===== config.mk =====
export PLATFORM = sky130hd
export DESIGN_NAME = avalon_st_fifo_flat
export DESIGN_NICKNAME = d
export VERILOG_FILES = /design/src/rtl/avalon_st_pkg.sv /design/src/rtl/avalon_st_fifo_if.sv /design/src/rtl/avalon_st_fifo_ram.sv /design/src/rtl/avalon_st_fifo.sv /design/src/flat_wrapper.sv
export SDC_FILE = /design/constraint.sdc
export NUM_CORES = 1
export LEC_CHECK = 0
export CORE_MARGIN = 1
export CORE_UTILIZATION = 55
export DETAILED_ROUTE_END_ITERATION = 10
export PLACE_DENSITY = 0.73
export SYNTH_ARGS = -nofsm -noshare
export SYNTH_HDL_FRONTEND = slang
export SYNTH_SLANG_ARGS = --single-unit

===== constraint.sdc =====
create_clock -name clk_i -period 6.02 [get_ports clk_i]
set_clock_uncertainty 0.2 [all_clocks]
set_input_delay 0.602 -clock clk_i [delete_from_list [all_inputs] [get_ports clk_i]]
set_output_delay 0.602 -clock clk_i [all_outputs]
set_load 0.05 [all_outputs]

===== src/rtl/avalon_st_pkg.sv =====
`default_nettype none
// ============================================================================
// Module      : avalon_st_pkg
// Description : Shared types and helpers for the Avalon-ST FIFO.
//               - pkt_state_t      : framing tracker states
//               - empty_width()    : width of the empty field, max(1, clog2)
//               - MAX_READY_LATENCY: largest supported sink ready latency
// Revision    : 1.0  initial release
// ============================================================================
package avalon_st_pkg;

  localparam int MAX_READY_LATENCY = 3;

  typedef enum logic [0:0] {
    IDLE   = 1'b0,
    IN_PKT = 1'b1
  } pkt_state_t;

  // A one-symbol beat still carries a 1-bit empty field so the port never
  // collapses to zero width.
  function automatic int empty_width(input int symbols);
    return (symbols > 1) ? $clog2(symbols) : 1;
  endfunction

endpackage

`default_nettype wire


===== src/rtl/avalon_st_fifo_if.sv =====
`default_nettype none
// ============================================================================
// Module      : avalon_st_fifo_if
// Description : Signal bundle for avalon_st_fifo.
//               Sink side  : snk_data_i, snk_valid_i, snk_sop_i, snk_eop_i,
//                            snk_empty_i in; snk_ready_o out
//               Source side: src_data_o, src_valid_o, src_sop_o, src_eop_o,
//                            src_empty_o out; src_ready_i in
//               Status     : fill_level_o, almost_full_o, almost_empty_o,
//                            overflow_o, pkt_err_o out
//               modport slave  - the FIFO's view
//               modport master - the surrounding environment's view
// Revision    : 1.0  initial release
// ============================================================================
interface avalon_st_fifo_if
  import avalon_st_pkg::*;
#(
  parameter int SYMBOL_W = 8,
  parameter int SYMBOLS  = 4,
  parameter int ADDR_W   = 4
);

  localparam int DATA_W  = SYMBOL_W * SYMBOLS;
  localparam int EMPTY_W = empty_width(SYMBOLS);

  logic [DATA_W-1:0]  snk_data_i;
  logic               snk_valid_i;
  logic               snk_sop_i;
  logic               snk_eop_i;
  logic [EMPTY_W-1:0] snk_empty_i;
  logic               snk_ready_o;

  logic [DATA_W-1:0]  src_data_o;
  logic               src_valid_o;
  logic               src_sop_o;
  logic               src_eop_o;
  logic [EMPTY_W-1:0] src_empty_o;
  logic               src_ready_i;

  logic [ADDR_W:0]    fill_level_o;
  logic               almost_full_o;
  logic               almost_empty_o;
  logic               overflow_o;
  logic               pkt_err_o;

  modport slave (
    input  snk_data_i, snk_valid_i, snk_sop_i, snk_eop_i, snk_empty_i,
    output snk_ready_o,
    output src_data_o, src_valid_o, src_sop_o, src_eop_o, src_empty_o,
    input  src_ready_i,
    output fill_level_o, almost_full_o, almost_empty_o, overflow_o, pkt_err_o
  );

  modport master (
    output snk_data_i, snk_valid_i, snk_sop_i, snk_eop_i, snk_empty_i,
    input  snk_ready_o,
    input  src_data_o, src_valid_o, src_sop_o, src_eop_o, src_empty_o,
    output src_ready_i,
    input  fill_level_o, almost_full_o, almost_empty_o, overflow_o, pkt_err_o
  );

endinterface

`default_nettype wire


===== src/rtl/avalon_st_fifo_ram.sv =====
`default_nettype none
// ============================================================================
// Module      : avalon_st_fifo_ram
// Description : 2**ADDR_W x WIDTH storage array, registered write port and
//               asynchronous read port (show-ahead head for the FIFO).
//               clk_i   in  clock
//               wr_en   in  write strobe
//               wr_addr in  write address
//               wr_data in  write word
//               rd_addr in  read address
//               rd_data out word at rd_addr (combinational)
// Revision    : 1.0  initial release
// ============================================================================
module avalon_st_fifo_ram #(
  parameter int WIDTH  = 36,
  parameter int ADDR_W = 4
) (
  input  logic              clk_i,
  input  logic              wr_en,
  input  logic [ADDR_W-1:0] wr_addr,
  input  logic [WIDTH-1:0]  wr_data,
  input  logic [ADDR_W-1:0] rd_addr,
  output logic [WIDTH-1:0]  rd_data
);

  localparam int DEPTH = 2 ** ADDR_W;

  // Storage is deliberately not reset: the FIFO pointers define validity,
  // so stale words are never presented.
  logic [WIDTH-1:0] mem [DEPTH];

  always_ff @(posedge clk_i) begin
    if (wr_en) begin
      mem[wr_addr] <= wr_data;
    end
  end

  assign rd_data = mem[rd_addr];

endmodule

`default_nettype wire


===== src/rtl/avalon_st_fifo.sv =====
`default_nettype none
// ============================================================================
// Module      : avalon_st_fifo
// Description : Single-clock Avalon-ST FIFO. The sink port accepts beats with
//               a configurable ready latency; the source port presents the
//               head beat show-ahead (ready latency 0). Optional packet
//               sideband storage with framing-error detection, fill level,
//               almost-full / almost-empty flags and an overflow pulse.
//               clk_i  in  clock, rising edge
//               rst_i  in  asynchronous active-high reset
//               bus    avalon_st_fifo_if.slave - all stream and status signals
// Revision    : 1.0  initial release
// ============================================================================
module avalon_st_fifo
  import avalon_st_pkg::*;
#(
  parameter int SYMBOL_W      = 8,
  parameter int SYMBOLS       = 4,
  parameter int ADDR_W        = 4,
  parameter int READY_LATENCY = 1,
  parameter int USE_PACKETS   = 1,
  parameter int ALMOST_FULL   = 12,
  parameter int ALMOST_EMPTY  = 2
) (
  input  logic             clk_i,
  input  logic             rst_i,
  avalon_st_fifo_if.slave  bus
);

  localparam int DATA_W  = SYMBOL_W * SYMBOLS;
  localparam int EMPTY_W = empty_width(SYMBOLS);
  localparam int DEPTH   = 2 ** ADDR_W;
  localparam int ENTRY_W = DATA_W + 2 + EMPTY_W;
  localparam int LVL_W   = ADDR_W + 1;

  // --------------------------------------------------------------------------
  // Parameter legality
  // --------------------------------------------------------------------------
  if (READY_LATENCY < 0 || READY_LATENCY > MAX_READY_LATENCY) begin : g_chk_rl_range
    $error("avalon_st_fifo: READY_LATENCY must be 0..%0d", MAX_READY_LATENCY);
  end
  if (READY_LATENCY >= DEPTH) begin : g_chk_rl_depth
    $error("avalon_st_fifo: READY_LATENCY must be smaller than the depth");
  end
  if (ADDR_W < 1) begin : g_chk_addr
    $error("avalon_st_fifo: ADDR_W must be at least 1");
  end
  if (ALMOST_FULL < 0 || ALMOST_FULL > DEPTH) begin : g_chk_af
    $error("avalon_st_fifo: ALMOST_FULL must be 0..DEPTH");
  end
  if (ALMOST_EMPTY < 0 || ALMOST_EMPTY > DEPTH) begin : g_chk_ae
    $error("avalon_st_fifo: ALMOST_EMPTY must be 0..DEPTH");
  end

  // --------------------------------------------------------------------------
  // Pointers, level and handshake qualification
  // --------------------------------------------------------------------------
  logic [LVL_W-1:0]   wr_ptr;
  logic [LVL_W-1:0]   rd_ptr;
  logic [LVL_W-1:0]   level;
  logic [LVL_W-1:0]   space;
  logic               ready_en;
  logic               full;
  logic               not_empty;
  logic               snk_ready;
  logic               wr_cand;
  logic               wr_en;
  logic               drop;
  logic               rd_en;
  logic               overflow;

  logic               sop_in;
  logic               eop_in;
  logic [EMPTY_W-1:0] empty_in;
  logic [ENTRY_W-1:0] wr_word;
  logic [ENTRY_W-1:0] rd_word;

  assign full      = (level == LVL_W'(DEPTH));
  assign not_empty = (level != '0);
  assign space     = LVL_W'(DEPTH) - level;

  // Ready only while the free space strictly exceeds the ready latency, so
  // every beat already in flight when ready falls still has a slot.
  assign snk_ready = ready_en && (space > LVL_W'(READY_LATENCY));

  // With zero latency the source may hold valid high while ready is low, so
  // valid only counts when ready is high in the same cycle. With non-zero
  // latency the source is trusted to honour the delayed ready.
  if (READY_LATENCY == 0) begin : g_rl_zero
    assign wr_cand = bus.snk_valid_i && snk_ready;
  end else begin : g_rl_delayed
    assign wr_cand = bus.snk_valid_i && ready_en;
  end

  // A beat arriving at full is dropped even if a read frees a slot on the
  // same edge; this keeps the accept decision independent of src_ready_i.
  assign wr_en = wr_cand && !full;
  assign drop  = wr_cand && full;
  assign rd_en = not_empty && bus.src_ready_i;

  always_ff @(posedge clk_i or posedge rst_i) begin
    if (rst_i) begin
      wr_ptr   <= '0;
      rd_ptr   <= '0;
      level    <= '0;
      ready_en <= 1'b0;
      overflow <= 1'b0;
    end else begin
      // ready_en lags reset release by one edge, which also masks any beat
      // presented during the first cycle out of reset.
      ready_en <= 1'b1;
      overflow <= drop;
      if (wr_en) begin
        wr_ptr <= wr_ptr + 1'b1;
      end
      if (rd_en) begin
        rd_ptr <= rd_ptr + 1'b1;
      end
      case ({wr_en, rd_en})
        2'b10:   level <= level + 1'b1;
        2'b01:   level <= level - 1'b1;
        default: level <= level;
      endcase
    end
  end

  // --------------------------------------------------------------------------
  // Storage
  // --------------------------------------------------------------------------
  assign wr_word = {sop_in, eop_in, empty_in, bus.snk_data_i};

  avalon_st_fifo_ram #(
    .WIDTH  (ENTRY_W),
    .ADDR_W (ADDR_W)
  ) u_ram (
    .clk_i   (clk_i),
    .wr_en   (wr_en),
    .wr_addr (wr_ptr[ADDR_W-1:0]),
    .wr_data (wr_word),
    .rd_addr (rd_ptr[ADDR_W-1:0]),
    .rd_data (rd_word)
  );

  // --------------------------------------------------------------------------
  // Packet sideband and framing tracker
  // --------------------------------------------------------------------------
  if (USE_PACKETS != 0) begin : g_pkt
    pkt_state_t state;
    pkt_state_t state_nxt;
    logic       err_nxt;
    logic       pkt_err;

    assign sop_in   = bus.snk_sop_i;
    assign eop_in   = bus.snk_eop_i;
    assign empty_in = bus.snk_empty_i;

    always_ff @(posedge clk_i or posedge rst_i) begin
      if (rst_i) begin
        state   <= IDLE;
        pkt_err <= 1'b0;
      end else begin
        state   <= state_nxt;
        pkt_err <= err_nxt;
      end
    end

    // Only stored beats advance the tracker; a dropped beat never reaches
    // the downstream sink, so it cannot break its framing.
    always_comb begin
      state_nxt = state;
      err_nxt   = 1'b0;
      if (wr_en) begin
        case (state)
          IDLE: begin
            if (!sop_in) begin
              err_nxt = 1'b1;          // bare beat, kept but flagged
            end else if (!eop_in) begin
              state_nxt = IN_PKT;      // sop+eop is a one-beat packet
            end
          end
          IN_PKT: begin
            if (sop_in) begin
              err_nxt = 1'b1;          // missing eop before a new sop
              if (eop_in) begin
                state_nxt = IDLE;
              end
            end else if (eop_in) begin
              state_nxt = IDLE;
            end
          end
          default: state_nxt = IDLE;
        endcase
      end
    end

    assign bus.src_sop_o   = rd_word[ENTRY_W-1];
    assign bus.src_eop_o   = rd_word[ENTRY_W-2];
    assign bus.src_empty_o = rd_word[DATA_W +: EMPTY_W];
    assign bus.pkt_err_o   = pkt_err;
  end else begin : g_no_pkt
    logic unused_side;

    assign sop_in   = 1'b0;
    assign eop_in   = 1'b0;
    assign empty_in = '0;
    assign unused_side = ^{bus.snk_sop_i, bus.snk_eop_i, bus.snk_empty_i,
                           rd_word[ENTRY_W-1:DATA_W]};

    assign bus.src_sop_o   = 1'b0;
    assign bus.src_eop_o   = 1'b0;
    assign bus.src_empty_o = '0;
    assign bus.pkt_err_o   = 1'b0;
  end

  // --------------------------------------------------------------------------
  // Outputs
  // --------------------------------------------------------------------------
  assign bus.snk_ready_o    = snk_ready;
  assign bus.src_data_o     = rd_word[DATA_W-1:0];
  assign bus.src_valid_o    = not_empty;
  assign bus.fill_level_o   = level;
  assign bus.almost_full_o  = (level >= LVL_W'(ALMOST_FULL));
  assign bus.almost_empty_o = (level <= LVL_W'(ALMOST_EMPTY));
  assign bus.overflow_o     = overflow;

endmodule

`default_nettype wire


===== src/flat_wrapper.sv =====
// flat-port wrapper written by rule: the top's interface ports become plain ports
module avalon_st_fifo_flat import avalon_st_pkg::*;
#(
  parameter int SYMBOL_W      = 8,
  parameter int SYMBOLS       = 4,
  parameter int ADDR_W        = 4,
  parameter int READY_LATENCY = 1,
  parameter int USE_PACKETS   = 1,
  parameter int ALMOST_FULL   = 12,
  parameter int ALMOST_EMPTY  = 2
)
  (clk_i, rst_i, bus_snk_data_i, bus_snk_valid_i, bus_snk_sop_i, bus_snk_eop_i, bus_snk_empty_i, bus_snk_ready_o, bus_src_data_o, bus_src_valid_o, bus_src_sop_o, bus_src_eop_o, bus_src_empty_o, bus_src_ready_i, bus_fill_level_o, bus_almost_full_o, bus_almost_empty_o, bus_overflow_o, bus_pkt_err_o);
  avalon_st_fifo_if #(.SYMBOL_W(SYMBOL_W), .SYMBOLS(SYMBOLS), .ADDR_W(ADDR_W)) bus_i ();
  input  logic clk_i;
  input  logic rst_i;
  input wire logic [$bits(bus_i.snk_data_i)-1:0] bus_snk_data_i;
  input wire logic [$bits(bus_i.snk_valid_i)-1:0] bus_snk_valid_i;
  input wire logic [$bits(bus_i.snk_sop_i)-1:0] bus_snk_sop_i;
  input wire logic [$bits(bus_i.snk_eop_i)-1:0] bus_snk_eop_i;
  input wire logic [$bits(bus_i.snk_empty_i)-1:0] bus_snk_empty_i;
  output wire logic [$bits(bus_i.snk_ready_o)-1:0] bus_snk_ready_o;
  output wire logic [$bits(bus_i.src_data_o)-1:0] bus_src_data_o;
  output wire logic [$bits(bus_i.src_valid_o)-1:0] bus_src_valid_o;
  output wire logic [$bits(bus_i.src_sop_o)-1:0] bus_src_sop_o;
  output wire logic [$bits(bus_i.src_eop_o)-1:0] bus_src_eop_o;
  output wire logic [$bits(bus_i.src_empty_o)-1:0] bus_src_empty_o;
  input wire logic [$bits(bus_i.src_ready_i)-1:0] bus_src_ready_i;
  output wire logic [$bits(bus_i.fill_level_o)-1:0] bus_fill_level_o;
  output wire logic [$bits(bus_i.almost_full_o)-1:0] bus_almost_full_o;
  output wire logic [$bits(bus_i.almost_empty_o)-1:0] bus_almost_empty_o;
  output wire logic [$bits(bus_i.overflow_o)-1:0] bus_overflow_o;
  output wire logic [$bits(bus_i.pkt_err_o)-1:0] bus_pkt_err_o;
  assign bus_i.snk_data_i = bus_snk_data_i;
  assign bus_i.snk_valid_i = bus_snk_valid_i;
  assign bus_i.snk_sop_i = bus_snk_sop_i;
  assign bus_i.snk_eop_i = bus_snk_eop_i;
  assign bus_i.snk_empty_i = bus_snk_empty_i;
  assign bus_snk_ready_o = bus_i.snk_ready_o;
  assign bus_src_data_o = bus_i.src_data_o;
  assign bus_src_valid_o = bus_i.src_valid_o;
  assign bus_src_sop_o = bus_i.src_sop_o;
  assign bus_src_eop_o = bus_i.src_eop_o;
  assign bus_src_empty_o = bus_i.src_empty_o;
  assign bus_i.src_ready_i = bus_src_ready_i;
  assign bus_fill_level_o = bus_i.fill_level_o;
  assign bus_almost_full_o = bus_i.almost_full_o;
  assign bus_almost_empty_o = bus_i.almost_empty_o;
  assign bus_overflow_o = bus_i.overflow_o;
  assign bus_pkt_err_o = bus_i.pkt_err_o;
  avalon_st_fifo #(.SYMBOL_W(SYMBOL_W), .SYMBOLS(SYMBOLS), .ADDR_W(ADDR_W), .READY_LATENCY(READY_LATENCY), .USE_PACKETS(USE_PACKETS), .ALMOST_FULL(ALMOST_FULL), .ALMOST_EMPTY(ALMOST_EMPTY)) u_core (.clk_i(clk_i), .rst_i(rst_i), .bus(bus_i));
endmodule

Word-level counts from Yosys, hierarchy flattened
Memories as Yosys holds them, arrays and structs flattened.
Cells that the tools add are included.
Word-level totals
  register bits after elaboration: 19
  bits in writable memories: 576
  input port bits: 40
  logic and storage cells: 38
  memories: 1
Cells by class
  $add $sub $neg: 5
  $lt $le $gt $ge: 3
  eq/ne operators: 3
  multiplexer cells: 10
  bitwise gates (word level): 1
  reduce and logical (&&, ||, !) cells: 8
Memories
  u_core.u_ram.mem: depth 16, bits a word 36, read ports 1, clocked after memory_dff 0, wr ports 1, line avalon_st_fifo_ram.sv:30  | logic [WIDTH-1:0] mem [DEPTH];
Operators by type and width (number)
  $add A5 B1 Y5 const B: 3
  $pmux W5 S2: 1
  $mux W1: 7
  $eq A5 B5 Y1 const B: 1
  $ge A5 B4 Y1 const B: 1
  $gt A5 B1 Y1 const B: 1
  $le A5 B2 Y1 const B: 1
  $logic_and A1 B1 Y1: 5
  $reduce_bool A5 Y1: 1
  $sub A5 B1 Y5 const B: 1
  $sub A5 B5 Y5 const A: 1
  $pmux W1 S2: 2
  $eq A2 B1 Y1 const B: 1
  $eq A2 B2 Y1 const B: 1
  $reduce_bool A2 Y1: 1
  $logic_not A1 Y1: 1
  $not A1 Y1: 1

Logic depth before layout (Yosys ltp)
  word-level depth: 5
  depth in mapped cells: 16

Modules after synthesis
A second synthesis with hierarchy kept.
Unflattened totals
  cells, all modules: 995
  area total of the unflattened synthesis: 22557.9 µm²
Modules (own cells, without submodules)
  avalon_st_fifo_ram: times used 1, cells an instance 902, area each 21599.5 µm², seq. area each 17296.6 µm²
  avalon_st_fifo: times used 1, cells an instance 93, area each 958.4 µm², seq. area each 425.4 µm²

Worst setup path after synthesis
Ideal clock, no wire load.
  path type: reg2reg
  start point: reg u_core.level[1] (netlist: u_core.bus.fill_level_o[1])
  end point: mem u_core.u_ram.mem[0][0] (enable)
  setup time: 0.474 ns
  arrival time: 4.597 ns
  data required time: 5.346 ns
  setup slack: 0.749 ns
  cell stages (with the launch flop): 10
  path buffers: 2
  clock period less this slack: 5.271 ns
  cells stage by stage: dfrtp_1 clkbuf_1 inv_1 ha_1 nor3b_1 ha_1 nor2_1 clkbuf_1 nand2_1 nor3_1
Between the ends
  longest elaborated chain between the ends: 5
RTL lines
  from (decl): line avalon_st_fifo.sv:60  | logic [LVL_W-1:0] level;
  from (signal assigned): line avalon_st_fifo.sv:120  | 2'b10: level <= level + 1'b1;
  from (signal assigned): line avalon_st_fifo.sv:121  | 2'b01: level <= level - 1'b1;
  from (signal assigned): line avalon_st_fifo.sv:122  | default: level <= level;
  $eq A5 B5 Y1: line avalon_st_fifo.sv:78  | assign full = (level == LVL_W'(DEPTH));
  $logic_not A1 Y1: line avalon_st_fifo.sv:97  | assign wr_en = wr_cand && !full;
  $logic_and A1 B1 Y1: line avalon_st_fifo.sv:97
  $mux W1: line avalon_st_fifo_ram.sv:33  | if (wr_en) begin
  $mux W1 (implied by the code): line avalon_st_fifo_ram.sv:34  | mem[wr_addr] <= wr_data;
  to (decl): line avalon_st_fifo_ram.sv:30
No other way between the ends.

Worst setup path in the final report
  start point: reg u_core.rd_ptr[1]
  end point: out bus_src_sop_o
Between the ends
  longest elaborated chain between the ends: 1
RTL lines
  from (decl): line avalon_st_fifo.sv:59  | logic [LVL_W-1:0] rd_ptr;
  from (signal assigned): line avalon_st_fifo.sv:117  | rd_ptr <= rd_ptr + 1'b1;
  $mem_v2 Z16 W36
  to (decl): line flat_wrapper.sv:24  | output wire logic [$bits(bus_i.src_sop_o)-1:0] bus_src_sop_o;
No other way between the ends.

==> results_dict.tcl <==
set metrics [dict create \
    outcome "completed" \
    design.die.area_um2 41840 \
    post_cts_buffers 0 \
    cts-buffers-inserted 56 \
    finalHoldViolCount 0 \
    ios 87 \
    setup_violations 0 \
    timing.fmax_ghz 0.2181 \
    die_y_um 204.6 \
    clock_latency_ps 590 \
    r2r_start "u_core.bus.fill_level_o[1]" \
    nFillCells 2543 \
    rows 73 \
    drt_iter0_drc 1100 \
    yosysSeqAreaShare_pct 78.54 \
    die_w_um 204.6 \
    gp_congestion 0.7496 \
    area_delta_synth_final_pct 15.53 \
    ctsHoldBuffers 0 \
    route.vias.total 10660 \
    hold_path_class "input pin to asynchronous set/reset pin" \
    r2r_cells 8 \
    async_flop_share_pct 2.867 \
    yosysTopAreaCell "edfxtp_1" \
    grt-ovfl-total 0 \
    period_needed_ps 4585 \
    ant_nets 0 \
    viasPerCell 6.276 \
    clkPwrFrac_pct 26.9 \
    r2r_end "u_core.u_ram.mem[8][2]" \
    cp_slowest_cell "dfrtp_4" \
    seq_area_um2 17730 \
    setup_tns_ps 0 \
    drc 0 \
    critPathTopFamily "buffers and inverters" \
    cts_tree "yes" \
    synth_area_um2 22560 \
    synth_flop_cell "edfxtp_1" \
    clk_pin_slew_ps 60 \
    p_switching_w 0.004321 \
    clockRootBuffer "clkbuf_16" \
    hpwl_mm 24.80 \
    cap_violations 0 \
    antenna_found_initial 2 \
    nets 1179 \
    r2r_slack_ps 2010 \
    grt_max_degree 67 \
    synth_top_area_share_pct 76.66 \
    crit_type "flop to primary output" \
    cp.required_ps 5220 \
    p_sw_share_pct 33.82 \
    ys_types 33 \
    firstDrtPassIters 5 \
    holdWs_ps 202.1 \
    peakVddDrop_v 0.0003683 \
    cpPeakStageDelay_ps 1060 \
    grt_pass1_wl_mm 69.26 \
    synth_edf_count 576 \
    p_per_area_nw_per_um2 490.1 \
    fin_util_pct 65.01 \
    crit_path_end_kind "primary output" \
    initial_core_util_pct 56.27 \
    slew_viol_final 0 \
    max-slew-margin-rel_pct 22.71 \
    cts.path.max_buffers 3 \
    cts_resized 0 \
    power_w 0.01278 \
    synth.most_common_cell "edfxtp_1" \
    grt_pass1_vias 10980 \
    path_cells "buf_4 -> mux4_2 -> a22oi_1 -> nand2_1 -> clkdlybuf4s50_1" \
    syn_avg_cell_area_um2 22.50 \
    synthCells 1003 \
    ys_seq_elements 593 \
    wire_per_inst_um 27.42 \
    multi_input_area_um2 4693 \
    grt_usage_pct 23.17 \
    path_buf_inv 2 \
    rsz0062_at_grt "no" \
    drt-total-wl_mm 46.59 \
    layout-drive-gt1-share_pct 24.13 \
    core_region_area_um2 40100 \
    cts_max_level 2 \
    yosysWarnings 0 \
    arrival_ps 3780 \
    cp-start-kind "flop" \
    p_leak_nw 8.306 \
    mappedNetlistNets 1056 \
    pwr-share-seq_pct 39.6 \
    tightest_slew_ps 1157 \
    internal-power_w 0.008456 \
    yosys-top-cells-area "edfxtp_1 77%, mux4_2 14%, a22oi_1 2.4%, dfrtp_1 1.9%, nand2_1 0.77%" \
    clkSinkCount 593 \
    synth_commonest_cells "576 x edfxtp_1, 144 x mux4_2, 73 x a22oi_1" \
    path_max_fanout 66 \
    share_comb_of_total_power_pct 33.5 \
    place.port_buffers 86 \
    final.period_utilization_pct 76.16 \
]
cell type report:
class | count | share of cell area, %
antenna | 1 | 0.009600
clock buffer | 66 | 5.601
clock inverter | 39 | 1.358
inverter | 8 | 0.1152
multi-input combinational | 347 | 18.00
sequential | 593 | 68.01
tap | 525 | 2.520
timing repair buffer | 120 | 4.377
how the worst max path moves through the flow:
stage / from / end / slack (ps) / cells past startpoint
after detailed placement: u_core.rd_ptr[1] / bus_src_sop_o / 2010 / 5
after CTS: u_core.rd_ptr[1] / bus_src_sop_o / 1350 / 5
after floorplan: u_core.bus.fill_level_o[1] / u_core.u_ram.mem[0][0] / 750 / 9
after global routing: u_core.rd_ptr[1] / bus_src_sop_o / 1270 / 5
after global placement: u_core.rd_ptr[1] / bus_src_sop_o / 2020 / 5
final: u_core.rd_ptr[1] / bus_src_sop_o / 1440 / 5
power groups by stage:
stage | logic (W) | registers, W | clock network, W
floorplan | 0.00310 | 0.00500 | 0
global placement | 0.00429 | 0.00514 | 0
detailed placement | 0.00430 | 0.00515 | 0
CTS | 0.00432 | 0.00507 | 0.00349
global route | 0.00453 | 0.00510 | 0.00364
finish | 0.00428 | 0.00506 | 0.00344
layout by cell type, fill, tap and decap left out, types with 3 or more instances in the layout:
cell	count
a21oi_1	4
clkdlybuf4s50_1	86
clkinv_2	11
clkinvlp_4	5
nand2_1	46
a22oi_1	73
inv_1	8
ha_1	13
mux4_2	144
clkbuf_16	57
nor2_1	6
clkinv_1	15
xnor2_1	8
o21ai_0	5
buf_4	32
dfrtp_1	15
nor2b_1	3
edfxtp_1	576
nor2_4	13
nor3_2	4
xor2_1	7
bufinv_16	5
clkbuf_1	9
metrics by stage:
stage / cells / setup slack, ps / cell area [um2]
floorplan: 1003 / 748.8 / 22560
global placement: 1593 / 2016 / 24250
detailed placement: 1593 / 2011 / 24250
CTS: 1698 / 1345 / 26070
global route: 1698 / 1266 / 26070
finish: 1699 / 1435 / 26070
sequential cells by signal, indices dropped and copies added, names as in the netlist:
signal                   flops
u_core.rd_ptr                4
u_core.wr_ptr                4
u_core.ready_en              1
u_core.g_pkt.state           1
u_core.bus.pkt_err_o         1
u_core.bus.fill_level_o      5
u_core.u_ram.mem           576
u_core.bus.overflow_o        1
kinds of logic (layout without fill, tap and decap cells):
| logic type | count (synthesis) | after routing | synth area share (%) |
|---|---|---|---|
| other cells | 1 | 2 | 0.01662 |
| buf+inv | 63 | 233 | 1.253 |
| fa+ha+maj | 13 | 13 | 0.7209 |
| xor+xnor | 15 | 15 | 0.5823 |
| flops | 593 | 593 | 78.54 |
| compound gates | 87 | 87 | 2.789 |
| simple gates | 85 | 85 | 1.625 |
| mux | 146 | 146 | 14.47 |
layer usage:
metal	vias to the layer above	global-route usage (%)	routed length (um)
met3	74	4.343	3599
met2	497	36.81	23100
met4	2	6.077	930
met1	5622	33.50	18950
li1	4468	-	-
met5	-	0	17
(Power assumes the default switching activity.)
